--- src/rtl/ahb_config_slave.sv ---
// ahb_config_slave: AHB register slave holding image-job configuration and a start/busy/done control FSM.
module ahb_config_slave #(
    parameter int BUSWIDTH = 32,
    parameter int ADDR_W   = 8,
    parameter int DIM_W    = 16,
    parameter int FILTER_W = 4
) (
    input  logic                ahb_hclk,
    input  logic                rst,
    input  logic                ahb_hsel,
    input  logic [1:0]          ahb_htrans,
    input  logic                ahb_hwrite,
    input  logic [2:0]          ahb_hsize,
    input  logic [ADDR_W-1:0]   ahb_haddr,
    input  logic [BUSWIDTH-1:0] ahb_hwdata,
    output logic [BUSWIDTH-1:0] ahb_hrdata,
    output logic                ahb_hready,
    output logic                ahb_hresp,
    output logic [DIM_W-1:0]    cfg_width,
    output logic [DIM_W-1:0]    cfg_height,
    output logic [BUSWIDTH-1:0] cfg_read_addr,
    output logic [BUSWIDTH-1:0] cfg_write_addr,
    output logic [FILTER_W-1:0] cfg_filter,
    output logic                start,
    input  logic                done_in,
    output logic                busy,
    output logic                irq
);
    typedef enum logic [1:0] {IDLE, KICK, BUSY} state_t;

    localparam logic [ADDR_W-1:0] A_DIM    = ADDR_W'(8'h00);
    localparam logic [ADDR_W-1:0] A_RADDR  = ADDR_W'(8'h04);
    localparam logic [ADDR_W-1:0] A_WADDR  = ADDR_W'(8'h08);
    localparam logic [ADDR_W-1:0] A_FILTER = ADDR_W'(8'h0C);
    localparam logic [ADDR_W-1:0] A_CTRL   = ADDR_W'(8'h10);
    localparam logic [ADDR_W-1:0] A_STATUS = ADDR_W'(8'h14);

    state_t                state_q, state_d;
    logic                  dp_valid_q, dp_write_q, err2_q;
    logic [2:0]            dp_size_q;
    logic [ADDR_W-1:0]     dp_addr_q;
    logic [DIM_W-1:0]      width_q, height_q;
    logic [BUSWIDTH-1:0]   raddr_q, waddr_q, rdata;
    logic [FILTER_W-1:0]   filter_q;
    logic                  irq_en_q, irq_en_d, done_q, done_d, irq_q;
    logic                  s_dim, s_raddr, s_waddr, s_filter, s_ctrl, s_status;
    logic                  cfg_sel, start_req, bad, err_now, wr_ok;
    logic                  unused;

    assign unused    = ahb_htrans[0];
    assign s_dim     = dp_addr_q == A_DIM;
    assign s_raddr   = dp_addr_q == A_RADDR;
    assign s_waddr   = dp_addr_q == A_WADDR;
    assign s_filter  = dp_addr_q == A_FILTER;
    assign s_ctrl    = dp_addr_q == A_CTRL;
    assign s_status  = dp_addr_q == A_STATUS;
    assign cfg_sel   = s_dim | s_raddr | s_waddr | s_filter | s_ctrl;
    assign start_req = s_ctrl & ahb_hwdata[0];
    // busy is the registered state, so a done_in landing in this data phase cannot rescue a write
    assign bad = !(cfg_sel | s_status) | (dp_size_q != 3'b010) | (dp_write_q & cfg_sel & busy)
               | (dp_write_q & start_req & (width_q == '0 | height_q == '0));
    assign err_now = dp_valid_q & bad;
    assign wr_ok   = dp_valid_q & dp_write_q & !bad;

    assign ahb_hready     = !err_now;
    assign ahb_hresp      = err_now | err2_q;
    assign ahb_hrdata     = rdata;
    assign busy           = state_q != IDLE;
    assign start          = state_q == KICK;
    assign irq            = irq_q;
    assign cfg_width      = width_q;
    assign cfg_height     = height_q;
    assign cfg_read_addr  = raddr_q;
    assign cfg_write_addr = waddr_q;
    assign cfg_filter     = filter_q;

    always_comb begin
        rdata = '0;
        if (dp_valid_q && !dp_write_q && !bad) begin
            if (s_dim) begin
                rdata[DIM_W-1:0]  = width_q;
                rdata[16 +: DIM_W] = height_q;
            end
            if (s_raddr) rdata = raddr_q;
            if (s_waddr) rdata = waddr_q;
            if (s_filter) rdata[FILTER_W-1:0] = filter_q;
            if (s_ctrl) rdata[1] = irq_en_q;
            if (s_status) rdata[1:0] = {done_q, busy};
        end
    end

    always_comb begin
        state_d  = state_q;
        done_d   = done_q;
        irq_en_d = (wr_ok & s_ctrl) ? ahb_hwdata[1] : irq_en_q;
        if (wr_ok & s_status & ahb_hwdata[1]) done_d = 1'b0;
        case (state_q)
            IDLE: if (wr_ok & start_req) begin
                state_d = KICK;
                done_d  = 1'b0;
            end
            KICK: state_d = BUSY;
            BUSY: if (done_in) begin
                state_d = IDLE;
                done_d  = 1'b1;
            end
            default: state_d = IDLE;
        endcase
    end

    always_ff @(posedge ahb_hclk) begin
        if (rst) state_q <= IDLE;
        else state_q <= state_d;
    end

    always_ff @(posedge ahb_hclk) begin
        if (rst) begin
            dp_valid_q <= 1'b0;
            dp_write_q <= 1'b0;
            dp_size_q  <= '0;
            dp_addr_q  <= '0;
            err2_q     <= 1'b0;
            width_q    <= '0;
            height_q   <= '0;
            raddr_q    <= '0;
            waddr_q    <= '0;
            filter_q   <= '0;
            irq_en_q   <= 1'b0;
            done_q     <= 1'b0;
            irq_q      <= 1'b0;
        end else begin
            dp_valid_q <= ahb_hsel & ahb_htrans[1] & ahb_hready;
            dp_write_q <= ahb_hwrite;
            dp_size_q  <= ahb_hsize;
            dp_addr_q  <= ahb_haddr;
            err2_q     <= err_now;
            irq_en_q   <= irq_en_d;
            done_q     <= done_d;
            irq_q      <= done_d & irq_en_d;
            if (wr_ok & s_dim) begin
                width_q  <= ahb_hwdata[DIM_W-1:0];
                height_q <= ahb_hwdata[16 +: DIM_W];
            end
            if (wr_ok & s_raddr) raddr_q <= ahb_hwdata;
            if (wr_ok & s_waddr) waddr_q <= ahb_hwdata;
            if (wr_ok & s_filter) filter_q <= ahb_hwdata[FILTER_W-1:0];
        end
    end
endmodule

--- config.mk ---
export PLATFORM = sky130hd
export DESIGN_NAME = ahb_config_slave
export DESIGN_NICKNAME = d
export VERILOG_FILES = /design/src/rtl/ahb_config_slave.sv
export SDC_FILE = /design/constraint.sdc
export NUM_CORES = 1
export LEC_CHECK = 0
export ABC_AREA = 1
export CAP_MARGIN = 25
export CORE_ASPECT_RATIO = 1.75
export CORE_MARGIN = 8
export CORE_UTILIZATION = 41
export DETAILED_ROUTE_END_ITERATION = 8
export PLACE_DENSITY = 0.73
export SYNTH_ARGS = -nofsm -noshare
export SYNTH_HDL_FRONTEND = slang
export SYNTH_SLANG_ARGS = --single-unit
--- constraint.sdc ---
create_clock -name ahb_hclk -period 2 [get_ports ahb_hclk]
set_input_delay 0.3 -clock ahb_hclk [delete_from_list [all_inputs] [get_ports ahb_hclk]]
set_output_delay 0.3 -clock ahb_hclk [all_outputs]
set_load 0.01 [all_outputs]
==> key figures, run 1 <==
Final layout
  • Nets: 1249
  • Commonest non-fill, non-tap cell in the layout: nand2_1
  • P&R area growth vs syn: 75.9%
  • Fin cells: 1389
  • Most frequent cells in the layout: nand2_1 (223), nor2_1 (215), clkdlybuf4s50_1 (151), inv_1 (125), dfxtp_1 (109)
  • Util after Layout: 72.7%
  • Layout cell share with drive strength beyond 1: 25.2%

Flow run
  • Max_cap viols: 0

Die
  • Die width: 105 um
  • # rows: 57
  • # IOs: 187
  • Die ar.: 18100 um2
  • Initial core utilization: 41.4%
  • Core ar.: 13800 um2
  • Die Span Y: 172 um

Run status
  • Failing checks: setup timing
  • Status: finished, violations left

Setup path
  • Worst flop-to-flop path endpoint: cfg_filter[1]
  • Crit path max-delay family: simple AND/OR/NAND/NOR gates
  • Worst-path cell chain: nor2_4 > buf_4 > nand3_4 > nand3_4 > nand3_4 > nor2_4 > nand3_4 > buf_8 > buf_12 > nor2_2 > buf_2
  • CP required: 1.70 ns
  • WP buf/inv: 4
  • Reg2reg start: dp_addr_q[6]
  • Critical path arrival: 2.18 ns
  • R2R depth: 12
  • Setup crit start kind: flip-flop
  • Maximum net fanout on the critical path: 7
  • Slowest cell on crit path: dfxtp_4
  • Max incr delay on CP: 0.35 ns
  • Worst path most repeated cell: nand3_4
  • Critical path endpoint category: output port
  • FF-to-FF setup slack: -0.01 ns
  • Worst setup path class: reg2out

Placement
  • DP HPWL: 14.7 mm
  • Dpl cells: 1328
  • # port buffers: 185
  • Gpl congestion: 0.924

Power
  • Leak pwr: 0.00472 uW
  • Peak supply drop: 0.000583 V
  • Design Power: 5810 uW
  • Pwr dens: 581 nW/um2

Route
  • Final WL: 23.6 mm
  • Vias per cell: 5.00
  • Drt initial violations: 335
  • DRT Pass-1 Iters: 7
  • Post-route ant nets: 0
  • Via count: 6950
  • Drt drc: 0
  • DR WL/cell: 17.0 um

GRT
  • Vias in the first global route: 6806
  • Tot GR Track Use: 23.8%
  • Largest net degree at the start of global routing: 71
  • Grt total ovfl: 0
  • First-pass GRT wire length: 34.3 mm
  • Antenna violations before repair: 1

Yosys
  • Seq cells post-synth: 119
  • YS warnings: 0
  • Synth unique cells: 24
  • Syn_nets: 978
  • Seq/Total Area, Yosys: 41.9%
  • Synthesized netlist cell count: 928
  • Syn Area/Cell: 6.13 um2
  • Mapped cell area: 5690 um2

Timing
  • Worst setup margin: -0.481 ns
  • Final slew viol count: 0
  • Pin slew with the least headroom to its limit: 0.366 ns
  • F_max: 0.403 GHz
  • Tmin final: 2.48 ns
  • RSZ-0062 raised after global routing: true
  • Period utilisation layout: 124%
  • Final hold vios: 0
  • Setup Viol. Count Final: 35
  • Relative slew slack: 75.6%
  • Worst clock skew: 0.00999 ns

CTS
  • Clock Path Buffers: 2
  • Clock root cell: clkbuf_16
  • Worst-path clk slew: 0.05 ns
  • TritonCTS Buffers: 17
  • CTS H-tree depth: 4
  • CTS Sinks: 119
  • CTS Hold Buffers Added: 0
  • TritonCTS clock tree: yes
  • Worst skew pair latency: 0.40 ns

Hold path
  • WHS Endpoint: dp_addr_q[1]
  • Hold Crit Class: in2reg
  • Hold path start: ahb_haddr[1]
  • Hold Crit Depth: 3
-- cells by family after synthesis --
family | after synthesis | synth area share, %
buf+inv | 185 | 12.6
compound gates | 80 | 8.11
simple gates | 544 | 37.5
flops | 119 | 41.9
-- power breakdown --
group / switching (uW) / internal, uW / total [uW]
logic: 229 / 202 / 431
registers: 12.9 / 2390 / 2400
clock network: 1060 / 1920 / 2980
total: 1300 / 4510 / 5810
-- worst min-delay path: stages --
cell             delay [ns]
clkdlybuf4s50_1        0.39
inv_1                  0.05
nor2_1                 0.03
-- routing by layer --
metal / GRT usage (%) / routed length [um]
met3: 6.42 / 1640
met1: 23.0 / 8130
met4: 14.7 / 1220
met5: 0 / 0
met2: 44.2 / 12600
-- sequential cells by signal, summed over array words and instances (netlist names) --
signal          count
dp_write_q          1
dp_addr_q           8
done_q              1
dp_valid_q          1
irq                 1
cfg_write_addr     32
cfg_width          16
cfg_filter          4
dp_size_q           3
state_q             2
cfg_height         16
irq_en_q            1
err2_q              1
cfg_read_addr      32
-- synth_stat cells --
cell type / number / area, um2
nor2_1: 248 / 931
clkinv_1: 1 / 3.75
clkbuf_1: 26 / 97.6
o221ai_1: 1 / 8.76
nand2_2: 3 / 18.8
inv_2: 2 / 7.51
a22oi_1: 10 / 75.1
nand3_1: 10 / 50.1
o21a_1: 1 / 7.51
inv_1: 135 / 507
a31oi_1: 1 / 6.26
nor3_1: 36 / 180
nand4_1: 4 / 25.0
buf_1: 4 / 15.0
nor3_2: 1 / 10.0
dfxtp_1: 119 / 2380
or2_2: 1 / 6.26
nor3b_1: 1 / 7.51
nand2_1: 239 / 897
o21ai_0: 14 / 70.1
a21oi_1: 30 / 150
o22ai_1: 23 / 144
nor2_2: 1 / 6.26
buf_2: 17 / 85.1
-- how the worst max path moves through the flow --
stage                  start  slack (ns)              to  depth (start not counted)
2_1_floorplan   dp_addr_q[5]        0.03  ahb_hrdata[12]                         11
3_3_place_gp   ahb_hwdata[0]       -0.57   ahb_hrdata[5]                         10
3_5_place_dp   ahb_hwdata[0]       -0.59   ahb_hrdata[5]                         10
4_1_cts         dp_addr_q[5]       -0.46  ahb_hrdata[13]                         11
5_1_grt         dp_addr_q[0]       -0.58  ahb_hrdata[25]                         13
6_report        dp_addr_q[6]       -0.48  ahb_hrdata[25]                         11
-- metrics by stage --
step / worst slack (ns) / TNS [ns] / hold slack (ns) / area [um2]
2_1_floorplan: 0.0272 / 0 / 0.407 / 5690
3_3_place_gp: -0.573 / -18.59 / 0.510 / 8330
3_5_place_dp: -0.588 / -20.03 / 0.514 / 8330
4_1_cts: -0.459 / -12.74 / 0.392 / 9280
5_1_grt: -0.583 / -17.04 / 0.406 / 10000
6_report: -0.481 / -13.55 / 0.397 / 10000
-- final cells by class --
cell class	instances	area, um2
Fill cell	1045	3750
Multi-Input combinational cell	624	3260
Timing Repair Buffer	299	3020
Sequential cell	119	2400
Inverter	138	528
Clock buffer	23	478
Tap cell	177	221
Clock inverter	8	97.6
Antenna cell	1	2.50
-- repair_timing --
action	in CTS	in global routing
setup buffers	16	8
gates resized for setup	202	169
endpoints found under the setup margin	35	136
pin swaps	18	43
gates cloned	2	7
Note: power is estimated with default switching activity, not from simulation.
==> inputs of run 2 (changes only) <==
- DONT_BUFFER_PORTS: not set -> 1
- PLACE_DENSITY: 0.73 -> not set
==> run 2 against run 1 <==
Against the previous run: the run still ends with setup timing left; global-route usage down 1.2 points; final area down 7.8%; sequential share of layout area up 2.0 points; sequential power about the same; worst hold slack worse by 0.40 ns; combinational power down 21%; cell count down 11%; critical endpoint is now ahb_hrdata[4]; largest power group unchanged.
==> key figures, run 2 (synthesis gave the netlist of run 1 again) <==
CTS
  • Worst skew pair latency: 0.42 ns (+0.02 ns)
  • CTS Sinks: 119 (unchanged)
  • CTS H-tree depth: 4 (unchanged)
  • Clock root cell: clkbuf_16
  • Worst-path clk slew: 0.06 ns (about the same)
  • TritonCTS clock tree: yes
  • TritonCTS Buffers: 17 (unchanged)
  • Clock Path Buffers: 2 (unchanged)

Route
  • M1 WL: 8.23 mm (+1.3%)
  • Drt initial violations: 305 (-9.0%)
  • Vias per cell: 5.10 (+2.0%)
  • Via count: 6342 (-8.7%)
  • Metal3 WL: 1.85 mm (+13%)
  • Top layer in use: met4
  • DR WL/cell: 19.3 um (+14%)
  • DRT Pass-1 Iters: 6 (-1)
  • Final WL: 24.0 mm (+1.8%)
  • Drt drc: 0 (unchanged)
  • Post-route ant nets: 0 (unchanged)
  • Met2 WL: 12.9 mm (+2.3%)

Final layout
  • Nets: 1103 (-12%)
  • # fillers: 1123 (+7.5%)
  • Layout cell share with drive strength beyond 1: 33.9% (+8.7 points)
  • P&R area growth vs syn: 62.1%
  • Util after Layout: 67.0% (-5.7 points)
  • Number of diodes: 0 (-1)
  • Most frequent cells in the layout: nand2_1 (209), nor2_1 (200), inv_1 (126), dfxtp_1 (111), buf_4 (72)
  • Commonest non-fill, non-tap cell in the layout: nand2_1

Run status
  • Failing checks: setup timing
  • Status: finished, violations left

GRT
  • Antenna violations before repair: 0 (-1)
  • Grt total ovfl: 0 (unchanged)
  • First-pass GRT wire length: 31.8 mm (-7.4%)
  • Tot GR Track Use: 22.6% (-1.2 points)
  • Vias in the first global route: 5780 (-15%)
  • Largest net degree at the start of global routing: 55 (-23%)

Power
  • Pwr dens: 630 nW/um2 (+8.6%)
  • Peak supply drop: 0.000557 V (-4.5%)
  • Leak pwr: 0.00432 uW (-8.6%)
  • Int Power: 4460 uW (-1.0%)
  • Clock power share: 52.9% (+1.6 points)
  • Switching Share: 23.3% (+0.86 points)
  • NetSw: 1350 uW (+3.9%)
  • Logic pwr share: 5.8% (-1.6 points)
  • Seq pwr share: 41.2% (about the same)

Setup path
  • Worst setup path class: reg2out
  • Setup crit start kind: flip-flop
  • Critical path arrival: 2.14 ns (-0.04 ns)
  • Maximum net fanout on the critical path: 6 (-1)
  • Critical path endpoint category: output port
  • CP required: 1.70 ns (about the same)

Die
  • Initial core utilization: 41.4% (unchanged)
  • # rows: 57 (unchanged)
  • Die width: 105 um (unchanged)
  • # IOs: 187 (unchanged)
  • Die ar.: 18100 um2 (unchanged)
  • Die Span Y: 172 um (unchanged)
  • Core ar.: 13800 um2 (unchanged)

Timing
  • Tmin final: 2.44 ns (-0.0418 ns)
  • F_max: 0.410 GHz (+1.7%)
  • Worst clock skew: 0.0121 ns (+0.00214 ns)
  • Relative slew slack: 61.4% (-14 points)
  • Setup TNS: -26.94 ns (-13.39 ns)
  • Worst setup margin: -0.439 ns (+0.0418 ns)
  • Pin slew with the least headroom to its limit: 0.579 ns (+0.212 ns)
  • Final hold vios: 0 (unchanged)
  • Final slew viol count: 0 (unchanged)
  • RSZ-0062 raised after global routing: true
  • Period utilisation layout: 122% (-2.1 points)
  • Setup Viol. Count Final: 134 (+280%)

Placement
  • Gpl congestion: 0.914 (-1.1%)
  • DP HPWL: 13.7 mm (-7.0%)
  • # port buffers: 0 (-100%)

Flow run
  • Max_cap viols: 0 (unchanged)

Hold path
  • Hold Crit Class: in2reg
[run 2: stage by stage]
step	power [uW]	cell area, um2	hold slack, ns	std cells	setup slack (ns)
finish	5820	9230	0.000998	1243	-0.439
global route	5970	9230	-0.00268	1243	-0.533
CTS	5770	8030	0.00971	1221	-0.379
detailed placement	2630	6630	0.375	1154	-0.0567
global placement	2630	6630	0.374	1154	-0.0551
floorplan	2550	5690	0.407	928	0.0272
[run 2: layout make-up]
| cell class | instances | area, um2 | share of cell area [%] |
|---|---|---|---|
| multi-input combinational | 625 | 3600 | 39.0 |
| timing repair buffer | 152 | 1900 | 20.6 |
| clock buffer | 21 | 470 | 5.10 |
| sequential | 119 | 2390 | 26.0 |
| tap | 177 | 221 | 2.40 |
| inverter | 138 | 520 | 5.64 |
| clock inverter | 11 | 124 | 1.34 |
[run 2: worst max-delay path, stage by stage (launching register included)]
cell and delay, ns:
dfxtp_2 0.34, inv_2 0.06, nand2_2 0.06, nor2_4 0.15, nand2_4 0.09, nand3_4 0.10
nand3_4 0.09, nor2_4 0.13, nand3_4 0.20, buf_12 0.23, a31oi_4 0.14, buf_6 0.12
[run 2: final timing paths]
| check | cells after the start | slack (ns) | from | to |
|---|---|---|---|---|
| worst max-delay path | 11 | -0.44 | dp_addr_q[5] | ahb_hrdata[4] |
| worst min-delay path | 2 | 0.001 | ahb_hwdata[11] | cfg_write_addr[11] |
| worst max register to register | 16 | -0.19 | dp_addr_q[5] | cfg_write_addr[26] |
| worst min register to register | 4 | 0.58 | cfg_write_addr[28] | cfg_write_addr[28] |
[run 2: power groups by stage]
stage | combinational, uW | clock [uW] | sequential, uW
2_1_floorplan | 108 | 0 | 2440
3_3_place_gp | 182 | 0 | 2440
3_5_place_dp | 183 | 0 | 2440
4_1_cts | 277 | 3100 | 2400
5_1_grt | 357 | 3220 | 2400
6_report | 339 | 3080 | 2400
[run 2: per-layer routing]
metal | vias up | GRT usage, %
met4 | 0 | 10.3
met2 | 256 | 42.4
met1 | 2946 | 22.0
met3 | 72 | 7.31
li1 | 3068 | -
met5 | - | 0
[run 2: repair_timing]
item	4_1_cts	5_1_grt
buffers inserted	17	4
pin swaps	19	49
hold endpoints to repair	15	0
setup endpoints to repair	35	137
hold buffers	13	0
gates cloned	5	18
gates resized for setup	104	189
==> inputs of run 3 (changes only) <==
- CTS_CLUSTER_SIZE: not set -> 20
==> results of run 3 <==
No change in the layout: final DEF, timing and power equal those of run 2.
